===== config.mk =====
export PLATFORM = sky130hd
export DESIGN_NAME = bp_be_late_wb_arbiter
export DESIGN_NICKNAME = d
export VERILOG_FILES = /design/src/rtl/bp_be_pkg.sv /design/src/rtl/bp_be_late_wb_fifo.sv /design/src/rtl/bp_be_late_wb_arbiter.sv
export SDC_FILE = /design/constraint.sdc
export NUM_CORES = 1
export LEC_CHECK = 0
export CELL_PAD_IN_SITES_DETAIL_PLACEMENT = 0
export CELL_PAD_IN_SITES_GLOBAL_PLACEMENT = 1
export CORE_UTILIZATION = 45
export CTS_CLUSTER_SIZE = 40
export DETAILED_ROUTE_END_ITERATION = 6
export PLACE_DENSITY = 0.87
export SETUP_SLACK_MARGIN = 0.2
export SYNTH_ARGS = -nofsm -noshare
export SYNTH_HDL_FRONTEND = slang
export SYNTH_SLANG_ARGS = --single-unit

===== constraint.sdc =====
create_clock -name clk_i -period 4.6 [get_ports clk_i]
set_input_delay 0.92 -clock clk_i [delete_from_list [all_inputs] [get_ports clk_i]]
set_output_delay 0.92 -clock clk_i [all_outputs]
set_load 0.05 [all_outputs]

===== src/rtl/bp_be_pkg.sv =====
// bp_be_pkg: backend types shared by the late writeback arbiter and its buffers.
package bp_be_pkg;

    typedef enum logic {e_bp_default_cfg} bp_params_e;

    localparam int dword_width_gp    = 64;
    localparam int reg_addr_width_gp = 5;
    localparam int fflags_width_gp   = 5;

    typedef enum logic {e_late_src_long, e_late_src_mem} bp_be_late_src_e;

    typedef struct packed {
        logic                         ird_w_v;
        logic                         frd_w_v;
        logic [reg_addr_width_gp-1:0] rd_addr;
        logic [dword_width_gp-1:0]    rd_data;
        logic                         fflags_w_v;
        logic [fflags_width_gp-1:0]   fflags;
    } bp_be_wb_pkt_s;

    function automatic int bp_dword_width(bp_params_e cfg);
        return (cfg == e_bp_default_cfg) ? dword_width_gp : 0;
    endfunction

endpackage


===== src/rtl/bp_be_late_wb_fifo.sv =====
// bp_be_late_wb_fifo: small 1r1w buffer, ready/valid in and valid/yumi out.
module bp_be_late_wb_fifo
    import bp_be_pkg::*;
#(
    parameter int els_p   = 2,
    parameter int width_p = 1
) (
    input  logic               clk_i,
    input  logic               reset_i,
    input  logic               v_i,
    output logic               ready_o,
    input  logic [width_p-1:0] data_i,
    output logic               v_o,
    output logic [width_p-1:0] data_o,
    input  logic               yumi_i
);

    localparam int ptr_w_lp = $clog2(els_p);

    logic [width_p-1:0]  r_mem [els_p];
    logic [ptr_w_lp-1:0] r_rptr;
    logic [ptr_w_lp-1:0] r_wptr;
    logic                r_full;
    logic [ptr_w_lp-1:0] w_wptr_nxt;
    logic                w_empty;
    logic                w_enq;
    logic                w_deq;

    assign w_empty    = (r_rptr == r_wptr) && !r_full;
    assign w_wptr_nxt = r_wptr + 1'b1;
    assign w_enq      = v_i && !r_full;
    assign w_deq      = yumi_i && !w_empty;
    assign ready_o    = !r_full;
    assign v_o        = !w_empty;
    assign data_o     = r_mem[r_rptr];

    // Full only changes when occupancy changes; enq+deq together leaves it alone.
    always_ff @(posedge clk_i or posedge reset_i) begin
        if (reset_i) begin
            r_rptr <= '0;
            r_wptr <= '0;
            r_full <= 1'b0;
        end else begin
            if (w_enq) r_wptr <= w_wptr_nxt;
            if (w_deq) r_rptr <= r_rptr + 1'b1;
            if (w_enq != w_deq) r_full <= w_enq && (w_wptr_nxt == r_rptr);
        end
    end

    always_ff @(posedge clk_i) begin
        if (w_enq) r_mem[r_wptr] <= data_i;
    end

endmodule


===== src/rtl/bp_be_late_wb_arbiter.sv =====
// bp_be_late_wb_arbiter: merges long-pipe and memory late results into one
// round-robin writeback stream, holding the granted packet until yumi.
module bp_be_late_wb_arbiter
    import bp_be_pkg::*;
#(
    parameter bp_params_e bp_params_p     = e_bp_default_cfg,
    parameter int         fifo_els_p      = 2,
    localparam int        dword_width_lp  = bp_dword_width(bp_params_p),
    localparam int        wb_pkt_width_lp = $bits(bp_be_wb_pkt_s)
) (
    input  logic                         clk_i,
    input  logic                         reset_i,
    input  logic                         long_v_i,
    output logic                         long_ready_o,
    input  logic [reg_addr_width_gp-1:0] long_rd_addr_i,
    input  logic                         long_ird_w_v_i,
    input  logic                         long_frd_w_v_i,
    input  logic [dword_width_lp-1:0]    long_data_i,
    input  logic                         long_fflags_w_v_i,
    input  logic [4:0]                   long_fflags_i,
    input  logic                         mem_v_i,
    output logic                         mem_ready_o,
    input  logic [reg_addr_width_gp-1:0] mem_rd_addr_i,
    input  logic                         mem_ird_w_v_i,
    input  logic                         mem_frd_w_v_i,
    input  logic [dword_width_lp-1:0]    mem_data_i,
    output logic                         late_wb_v_o,
    output logic [wb_pkt_width_lp-1:0]   late_wb_pkt_o,
    input  logic                         late_wb_yumi_i,
    output logic                         busy_o
);

    bp_be_wb_pkt_s              w_long_in;
    bp_be_wb_pkt_s              w_mem_in;
    logic [wb_pkt_width_lp-1:0] w_long_head;
    logic [wb_pkt_width_lp-1:0] w_mem_head;
    logic                       w_long_v;
    logic                       w_mem_v;
    logic                       w_long_yumi;
    logic                       w_mem_yumi;
    bp_be_late_src_e            w_sel;
    bp_be_late_src_e            r_sel;
    bp_be_late_src_e            r_last_grant;
    logic                       r_lock;

    assign w_long_in = '{ird_w_v: long_ird_w_v_i, frd_w_v: long_frd_w_v_i,
                         rd_addr: long_rd_addr_i, rd_data: long_data_i,
                         fflags_w_v: long_fflags_w_v_i, fflags: long_fflags_i};
    assign w_mem_in  = '{ird_w_v: mem_ird_w_v_i, frd_w_v: mem_frd_w_v_i,
                         rd_addr: mem_rd_addr_i, rd_data: mem_data_i,
                         fflags_w_v: 1'b0, fflags: '0};

    bp_be_late_wb_fifo #(.els_p(fifo_els_p), .width_p(wb_pkt_width_lp)) long_fifo (
        .clk_i   (clk_i),
        .reset_i (reset_i),
        .v_i     (long_v_i),
        .ready_o (long_ready_o),
        .data_i  (w_long_in),
        .v_o     (w_long_v),
        .data_o  (w_long_head),
        .yumi_i  (w_long_yumi)
    );

    bp_be_late_wb_fifo #(.els_p(fifo_els_p), .width_p(wb_pkt_width_lp)) mem_fifo (
        .clk_i   (clk_i),
        .reset_i (reset_i),
        .v_i     (mem_v_i),
        .ready_o (mem_ready_o),
        .data_i  (w_mem_in),
        .v_o     (w_mem_v),
        .data_o  (w_mem_head),
        .yumi_i  (w_mem_yumi)
    );

    // A locked grant wins over round-robin so the offered packet never changes before yumi.
    assign w_sel = r_lock ? r_sel
                 : (w_long_v && w_mem_v) ? ((r_last_grant == e_late_src_mem) ? e_late_src_long : e_late_src_mem)
                 : w_long_v ? e_late_src_long : e_late_src_mem;

    assign late_wb_v_o   = w_long_v || w_mem_v;
    assign busy_o        = w_long_v || w_mem_v;
    assign late_wb_pkt_o = !late_wb_v_o ? '0 : (w_sel == e_late_src_long) ? w_long_head : w_mem_head;
    assign w_long_yumi   = late_wb_yumi_i && (w_sel == e_late_src_long);
    assign w_mem_yumi    = late_wb_yumi_i && (w_sel == e_late_src_mem);

    always_ff @(posedge clk_i or posedge reset_i) begin
        if (reset_i) begin
            r_lock       <= 1'b0;
            r_sel        <= e_late_src_long;
            r_last_grant <= e_late_src_mem;
        end else begin
            r_lock <= late_wb_v_o && !late_wb_yumi_i;
            if (late_wb_v_o) r_sel <= w_sel;
            if (late_wb_yumi_i) r_last_grant <= w_sel;
        end
    end

    a_yumi_needs_v: assert property (@(posedge clk_i) disable iff (reset_i)
        late_wb_yumi_i |-> late_wb_v_o);
    a_long_one_rf: assert property (@(posedge clk_i) disable iff (reset_i)
        long_v_i |-> (long_ird_w_v_i ^ long_frd_w_v_i));
    a_mem_one_rf: assert property (@(posedge clk_i) disable iff (reset_i)
        mem_v_i |-> (mem_ird_w_v_i ^ mem_frd_w_v_i));

endmodule


======== Yosys cells after proc, flatten, opt, wreduce, memory -nomap -nowiden ========
Memories as Yosys holds them, arrays and structs flattened.
Index checks and enable logic that the tools add are counted.
storage, ports and cells
  register bits after elaboration ......... 9
  bits in latches ......................... 0
  bits in writable memories ............... 296
  ROM bits ................................ 0
  input port bits ......................... 153
  word-level logic and storage cells ...... 50
  memories ................................ 2
operators by class
  add/sub/neg operators ................... 4
  multiply operators ...................... 0
  div/mod/pow operators ................... 0
  order comparisons ....................... 0
  eq/ne operators ......................... 6
  shift operators ......................... 0
  muxes and demuxes ....................... 10
  bitwise gates (word level) .............. 1
  reduce and logical (&&, ||, !) cells .... 18
memories
  memory           words  width  rd ports  clocked after Yosys merged registers in  wr ports  line                      source
  long_fifo.r_mem  2      77     1         0                                        1         bp_be_late_wb_fifo.sv:20  logic [width_p-1:0] r_mem [els_p];
  mem_fifo.r_mem   2      71     1         0                                        1         bp_be_late_wb_fifo.sv:20
operators with widths
  operator               count
  $mux W77               2
  $logic_and A1 B1 Y1    12
  $mux W1                8
  $logic_not A1 Y1       5
  $add A1 B1 Y1 const B  4
  $eq A1 B1 Y1           4
  $ne A1 B1 Y1           2
  $logic_or A1 B1 Y1     1
  $not A1 Y1             1

======== Depth between registers and ports, before layout ========
Gate-level depths: netlist (run 1).
  word-level depth ........................ 10
  mapped depth ............................ 8
  gate-level depth less buffers ........... 4

======== Cells and area by module ========
Synthesis (run 1) repeated with hierarchy kept, for this count alone.
second synthesis, totals
  cells, all modules ...................... 788
  area total of the unflattened synthesis .. 13282.7 sq um
modules (own cells, without submodules)
  module                 times used  cells each  area an instance (sq um)  seq. area each (sq um)
  bp_be_late_wb_fifo     2           257         5750.5                    4699.5
  bp_be_late_wb_arbiter  1           274         1781.7                    76.3

======== Least setup slack after synthesis (run 1) ========
Ideal clock, no wire load.
  path kind ............................... input-to-reg
  start ................................... input port long_v_i
  end ..................................... memory long_fifo.r_mem[0][0] (netlist bit), enable pin
  library setup time ...................... 513 ps
  data arrival time ....................... 4238 ps
  setup slack ............................. -151 ps
  stages on the path ...................... 2
  path buffers ............................ 0
  path through ............................ nand2_1 -> nor2_1
between the ends
  longest elaborated chain between the ends .. 3
RTL lines
  element                        line                         source
  start, declared                bp_be_late_wb_arbiter.sv:13  input logic long_v_i,
  $logic_and A1 B1 Y1            bp_be_late_wb_fifo.sv:31     assign w_enq = v_i && !r_full;
  $mux W1                        bp_be_late_wb_fifo.sv:51     if (w_enq) r_mem[r_wptr] <= data_i;
  $mux W1 (not written as such)  bp_be_late_wb_fifo.sv:51
  end, declared                  bp_be_late_wb_fifo.sv:20
No other way between the ends.

======== Final worst setup path (run 1) ========
  start ................................... register mem_fifo.r_rptr
  end ..................................... output port late_wb_pkt_o[58]
between the ends
  longest elaborated chain between the ends .. 8
RTL lines
  element                 line                         source
  start, declared         bp_be_late_wb_fifo.sv:21     logic [ptr_w_lp-1:0] r_rptr;
  start signal, assigned  bp_be_late_wb_fifo.sv:45     if (w_deq) r_rptr <= r_rptr + 1'b1;
  $eq A1 B1 Y1            bp_be_late_wb_fifo.sv:29     assign w_empty = (r_rptr == r_wptr) && !r_full;
  $logic_and A1 B1 Y1     bp_be_late_wb_fifo.sv:29
  $logic_not A1 Y1        bp_be_late_wb_fifo.sv:34     assign v_o = !w_empty;
  $logic_and A1 B1 Y1     bp_be_late_wb_arbiter.sv:77  : (w_long_v && w_mem_v) ? ((r_last_grant == e_late_src_mem) ? e_late_src_long : e_late_src_mem)
  $mux W1                 bp_be_late_wb_arbiter.sv:77
  $mux W1                 bp_be_late_wb_arbiter.sv:76  assign w_sel = r_lock ? r_sel
  $mux W77                bp_be_late_wb_arbiter.sv:82  assign late_wb_pkt_o = !late_wb_v_o ? '0 : (w_sel == e_late_src_long) ? w_long_head : w_mem_head;
  $mux W77 *              bp_be_late_wb_arbiter.sv:82
  end, declared           bp_be_late_wb_arbiter.sv:28  output logic [wb_pkt_width_lp-1:0] late_wb_pkt_o,
Every way passes the cells marked *; elsewhere a longest branch is shown, timed or not.

==> results.sh, run 1 <==
export IMPL_grt_max_degree=79
export IMPL_gr_total_overflow=0
export IMPL_cp_start_kind="flip-flop"
export IMPL_root_buffer="clkbuf_16"
export IMPL_ys_seq_elements=305
export IMPL_final_util=0.5890
export IMPL_cp_arrival_ns=3.30
export IMPL_tightestPinTransition_ns=1.235
export IMPL_critPathMaxFanout=41
export IMPL_async_reset_ff_frac=0.02951
export IMPL_dieArea_um2=29370
export IMPL_multi_input_area_um2=3417
export IMPL_cts_made_buffers=34
export IMPL_min_period_ns=4.217
export IMPL_clock_sinks=305
export IMPL_mostFrequentLayoutCell="edfxtp_1"
export IMPL_hpwl_um=16800
export IMPL_io_buffer_count=233
export IMPL_wl_um=28590
export IMPL_drc_errors=0
export IMPL_place_congestion=0.7007
export IMPL_grt_pass1_vias=7558
export IMPL_final_max_slew_viol_count=0
export IMPL_initial_core_util=0.4608
export IMPL_hold_viol_final=0
export IMPL_die_w_um=171.4
export IMPL_syn_avg_cell_area_um2=18.47
export IMPL_detail_route_first_pass_iterations=5
export IMPL_fmax_ghz=0.2371
export IMPL_synth_top_flop_cell="edfxtp_1"
export IMPL_timing_final_crit_share=0.9168
export IMPL_drtAntennaViolNets=0
export IMPL_vias=7186
export IMPL_nFillCells=2108
export IMPL_slowest_delay_ns=0.55
export IMPL_rows=61
export IMPL_syn_nets=852
export IMPL_max_slew_margin_rel=0.1766
export IMPL_io_pins=234
export IMPL_drt_iter0_drc=457
export IMPL_crit_slowest_cell="buf_4"
export IMPL_yosys_warnings=0
export IMPL_synthesis_area_um2=12910
export IMPL_cts_tree="built"
export IMPL_clock_latency_ns=0.50
export IMPL_final_area_um2=16500
export IMPL_crit_buf_inv=3
export IMPL_dpl_cell_area_um2=15340
export IMPL_path_common_cell="buf_4"
export IMPL_nets=1078
export IMPL_critPathCaptureType="output port"
export IMPL_clock_path_buffers=3
export IMPL_grt_use_total=0.1915
export IMPL_drive_above_1_share=0.2996
export IMPL_core_area_um2=28010
export IMPL_setup_tns_final_ns=0
export IMPL_worstSetupPathType="flip-flop to output port"
export IMPL_die_h_um=171.4
export IMPL_critPathTopFamily="buffers and inverters"
export IMPL_skew_ns=0.006734
export IMPL_status="finished clean"
export IMPL_crit_chain="xor2_2, o311ai_4, buf_4, buf_6, a221oi_2, a211oi_2, buf_4"
export IMPL_synthCells=699
export IMPL_grt_pass1_wl_um=42420
export IMPL_cts_setup_buffers=0
export IMPL_htree_levels=2
export IMPL_synth_edf_count=296
export IMPL_path_clk_slew_ns=0.06
export IMPL_final_cell_mix="edfxtp_1 (296), clkdlybuf4s50_1 (156), buf_4 (81), mux2i_1 (77), nor2b_1 (71)"
export IMPL_vias_per_cell=5.407
export IMPL_seq_area_um2=9123
export IMPL_rsz0062_at_grt="false"
export IMPL_critical_path_required_ns=3.68
export IMPL_setup_viol_count_final=0
export IMPL_max_cap_violations=0
export IMPL_synth_distinct_cells=35
export IMPL_antenna_found_initial=2
export IMPL_areaGrowthSynthToFinish_pct=27.80
export IMPL_hold_path_class="flip-flop to flip-flop"
export IMPL_wl_per_cell_um=21.51
export IMPL_yosysSeqAreaShare=0.7061
[worst register-to-register path: cells and delay by family (launching register included)]
family / cells / cell delay (ns)
DFF: 1 / 0.48
xor gates and xnor gates: 2 / 0.37
and+or+nand+nor: 1 / 0.17
AOI/OAI and AO/OA: 1 / 0.29
buffers and inverters: 2 / 1.09
[timing repair]
item / 4_1_cts / 5_1_grt
gates cloned: 0 / 1
setup endpoints to repair: 2 / 57
resized for setup: 0 / 2
hold buffers: 0 / 0
pin swaps: 0 / 0
[sequential cells by signal, summed over array words and instances (netlist names)]
name / flops
r_lock: 1
long_fifo.r_full: 1
mem_fifo.r_wptr: 1
r_last_grant: 1
mem_fifo.r_mem: 142
long_fifo.r_rptr: 1
long_fifo.r_wptr: 1
long_fifo.r_mem: 154
r_sel: 1
mem_fifo.r_rptr: 1
mem_fifo.r_full: 1
[kinds of logic after synthesis]
group	synth area share
AOI/OAI and AO/OA	0.1507
muxes	0.05971
DFF	0.7061
xor gates and xnor gates	0.005234
buffers and inverters	0.03276
and+or+nand+nor	0.04546
[final cells by class]
cell class,instances,area share
diodes,3,0.0004551
inverters,4,0.0009101
multi-input cells,334,0.2071
clock inverters,20,0.01191
flip-flops and latches,305,0.5530
clock buffers,39,0.05658
well taps,378,0.02867
repair buffers,246,0.1414
[worst paths after layout]
check / from / cells after the start / endpoint / slack [ns]
max: mem_fifo.r_rptr$_DFFE_PP0P_ / 7 / late_wb_pkt_o[58] / 0.38
min: r_sel$_DFFE_PP0P_ / 2 / r_sel$_DFFE_PP0P_ / 0.51
max reg2reg: mem_fifo.r_rptr$_DFFE_PP0P_ / 6 / long_fifo.r_rptr$_DFFE_PP0P_ / 2.04
min reg2reg: r_sel$_DFFE_PP0P_ / 2 / r_sel$_DFFE_PP0P_ / 0.51
max in group asynchronous: reset_i / 2 / r_last_grant$_DFFE_PP1P_ / 3.60
min in group asynchronous: reset_i / 2 / r_sel$_DFFE_PP0P_ / 0.70
[Yosys cell counts, types with 3 or more instances]
| cell | count | area share |
|---|---|---|
| a211oi_2 | 69 | 0.067 |
| a21oi_1 | 5 | 0.0019 |
| a221oi_1 | 11 | 0.0075 |
| a221oi_2 | 60 | 0.070 |
| buf_12 | 6 | 0.0093 |
| buf_2 | 23 | 0.0089 |
| buf_4 | 8 | 0.0047 |
| buf_6 | 5 | 0.0044 |
| clkbuf_1 | 14 | 0.0041 |
| dfrtp_1 | 8 | 0.016 |
| edfxtp_1 | 296 | 0.69 |
| inv_1 | 3 | 0.00087 |
| mux2i_1 | 77 | 0.060 |
| nand2_1 | 5 | 0.0015 |
| nor2_1 | 6 | 0.0017 |
| nor2b_1 | 71 | 0.034 |
| nor3_1 | 6 | 0.0023 |
| xnor2_1 | 4 | 0.0027 |
[routing by layer]
| metal | part of all wire | track usage |
|---|---|---|
| met5 | 0 | 0 |
| met4 | 0.024 | 0.06793 |
| met2 | 0.50 | 0.3307 |
| met3 | 0.052 | 0.03382 |
| met1 | 0.42 | 0.2418 |
[stage by stage]
step,hold slack (ns),cells,setup slack (ns)
floorplan,0.4599,699,1.139
global placement,0.4863,1266,0.7221
detailed placement,0.4896,1266,0.7380
CTS,0.5084,1325,0.1875
global route,0.5208,1328,0.2249
finish,0.5139,1329,0.3827
Power of run 1 is not shown: default switching activity piles up to over one toggle a cycle in this logic, so the estimate is an artifact.
==> run 2, diff against run 1 <==
- RECOVER_POWER: not set -> 50
==> run 2 against run 1 <==
Compared with the run above:
- design area about the same
- final cell count increased by 0.38%
- worst hold slack got worse by 0.0045 ns
- count of clock-buffer cells in the layout unchanged
- sequential share of layout area about the same
- the flow now finishes with violations (capacitance limit, slew limit)
- fmax about the same
- critical endpoint unchanged
- highest routed layer unchanged
==> results.sh, run 2 (synthesis gave the netlist of run 1 again) <==
export IMPL_setup_viol_count_final=0
export IMPL_ff2ff_path_depth=4
export IMPL_mostFrequentLayoutCell="edfxtp_1"
export IMPL_place_inst=1266
export IMPL_hpwl_um=16800
export IMPL_timing_final_crit_share=0.9163
export IMPL_drt_iter0_drc=417
export IMPL_areaGrowthSynthToFinish_pct=27.75
export IMPL_max_slew_margin_rel=-0.3765
export IMPL_critPathCaptureType="output port"
export IMPL_io_buffer_count=233
export IMPL_hold_buffers=0
export IMPL_cp_start_kind="flip-flop"
export IMPL_critical_path_required_ns=3.68
export IMPL_gr_total_overflow=0
export IMPL_root_buffer="clkbuf_16"
export IMPL_wl_um=28490
export IMPL_nets=1078
export IMPL_grt_pass1_wl_um=42420
export IMPL_vias=7247
export IMPL_drtAntennaViolNets=0
export IMPL_drive_above_1_share=0.2964
export IMPL_grt_use_total=0.1915
export IMPL_worstSetupPathType="flip-flop to output port"
export IMPL_die_h_um=171.4
export IMPL_die_w_um=171.4
export IMPL_clock_latency_ns=0.50
export IMPL_largest_register="long_fifo.r_mem"
export IMPL_final_cells=1334
export IMPL_clock_sinks=305
export IMPL_setup_tns_final_ns=0
export IMPL_grt_max_degree=79
export IMPL_largest_registers="long_fifo.r_mem x154, mem_fifo.r_mem x142"
export IMPL_skew_ns=0.007921
export IMPL_crit_end="late_wb_pkt_o[58]"
export IMPL_r2r_end="long_fifo.r_mem[0][36]$_DFFE_PP_"
export IMPL_final_max_slew_viol_count=56
export IMPL_hold_path_class="flip-flop to flip-flop"
export IMPL_rows=61
export IMPL_critical_path_startpoint="mem_fifo.r_rptr$_DFFE_PP0P_"
export IMPL_cts_tree="built"
export IMPL_path_clk_slew_ns=0.06
export IMPL_min_period_ns=4.215
export IMPL_detail_route_first_pass_iterations=4
export IMPL_max_cap_violations=2
export IMPL_reg2reg_slack_ns=1.30
export IMPL_largest_reg_flops=154
export IMPL_htree_levels=2
export IMPL_hold_viol_final=0
export IMPL_clock_path_buffers=3
export IMPL_final_cell_mix="edfxtp_1 (296), dlygate4sd3_1 (151), buf_4 (80), mux2i_1 (77), nor2b_1 (71)"
export IMPL_tightestPinTransition_ns=2.057
export IMPL_rsz0062_at_grt="false"
export IMPL_critPathMaxFanout=41
export IMPL_wl_per_cell_um=21.36
export IMPL_dieArea_um2=29370
export IMPL_initial_core_util=0.4608
export IMPL_antenna_found_initial=6
export IMPL_drc_errors=0
export IMPL_io_pins=234
export IMPL_cts_setup_buffers=0
export IMPL_r2r_start="long_fifo.r_full$_DFFE_PP0P_"
export IMPL_status="complete, but fails checks"
export IMPL_violations="capacitance limit, slew limit"
export IMPL_core_area_um2=28010
export IMPL_grt_pass1_vias=7558
export IMPL_place_congestion=0.7007
export IMPL_cts_made_buffers=34
export IMPL_hp_start="r_sel$_DFFE_PP0P_"
export IMPL_fmax_ghz=0.2373
export IMPL_vias_per_cell=5.433
export IMPL_cp_arrival_ns=3.29
## run 2: what timing repair did
| item | 4_1_cts | 5_1_grt |
|---|---|---|
| resized for setup | 0 | 2 |
| setup endpoints to repair | 2 | 57 |
| gates cloned | 0 | 1 |
## run 2: through the flow
stage / hold WS [ns] / setup WS (ns) / utilization / cell area, um2
2_1_floorplan: 0.4599 / 1.139 / - / 12910
3_3_place_gp: 0.4863 / 0.7221 / 0.5478 / 15340
3_5_place_dp: 0.4896 / 0.7380 / 0.5478 / 15340
4_1_cts: 0.5084 / 0.1875 / 0.5882 / 16470
5_1_grt: 0.5208 / 0.2249 / 0.5886 / 16490
6_report: 0.5094 / 0.3851 / 0.5887 / 16490
## run 2: worst min-delay path by stage
stage | endpoint | slack (ns) | depth (start not counted)
6_report | r_sel$_DFFE_PP0P_ | 0.51 | 2
5_1_grt | r_sel$_DFFE_PP0P_ | 0.52 | 2
4_1_cts | r_sel$_DFFE_PP0P_ | 0.51 | 2
3_5_place_dp | r_sel$_DFFE_PP0P_ | 0.49 | 2
3_3_place_gp | r_sel$_DFFE_PP0P_ | 0.49 | 2
2_1_floorplan | r_sel$_DFFE_PP0P_ | 0.46 | 2
## run 2: layer usage
layer | share of wire | vias up | track usage | routed length (um)
met5 | 0 | - | 0 | 0
met3 | 0.046 | 41 | 0.03382 | 1306
li1 | - | 3314 | - | -
met1 | 0.43 | 3682 | 0.2418 | 12180
met4 | 0.020 | 0 | 0.06793 | 574
met2 | 0.51 | 210 | 0.3307 | 14430
## run 2: area by class of cell
type | instances | area [um2]
multi-input cells | 334 | 3402
clock inverters | 20 | 196.4
repair buffers | 246 | 2328
fillers | 2116 | 11520
well taps | 378 | 473.0
clock buffers | 39 | 933.4
flip-flops and latches | 305 | 9123
diodes | 8 | 20.02
inverters | 4 | 15.01
## run 2: worst max-delay path, stage by stage, from the launching register on
cell and delay (ns):
dfrtp_4 0.48, xor2_2 0.22, o311ai_4 0.29, buf_4 0.56, buf_6 0.52, a221oi_2 0.12
a211oi_2 0.31, buf_4 0.25
Power of run 2 is left out for the same reason.
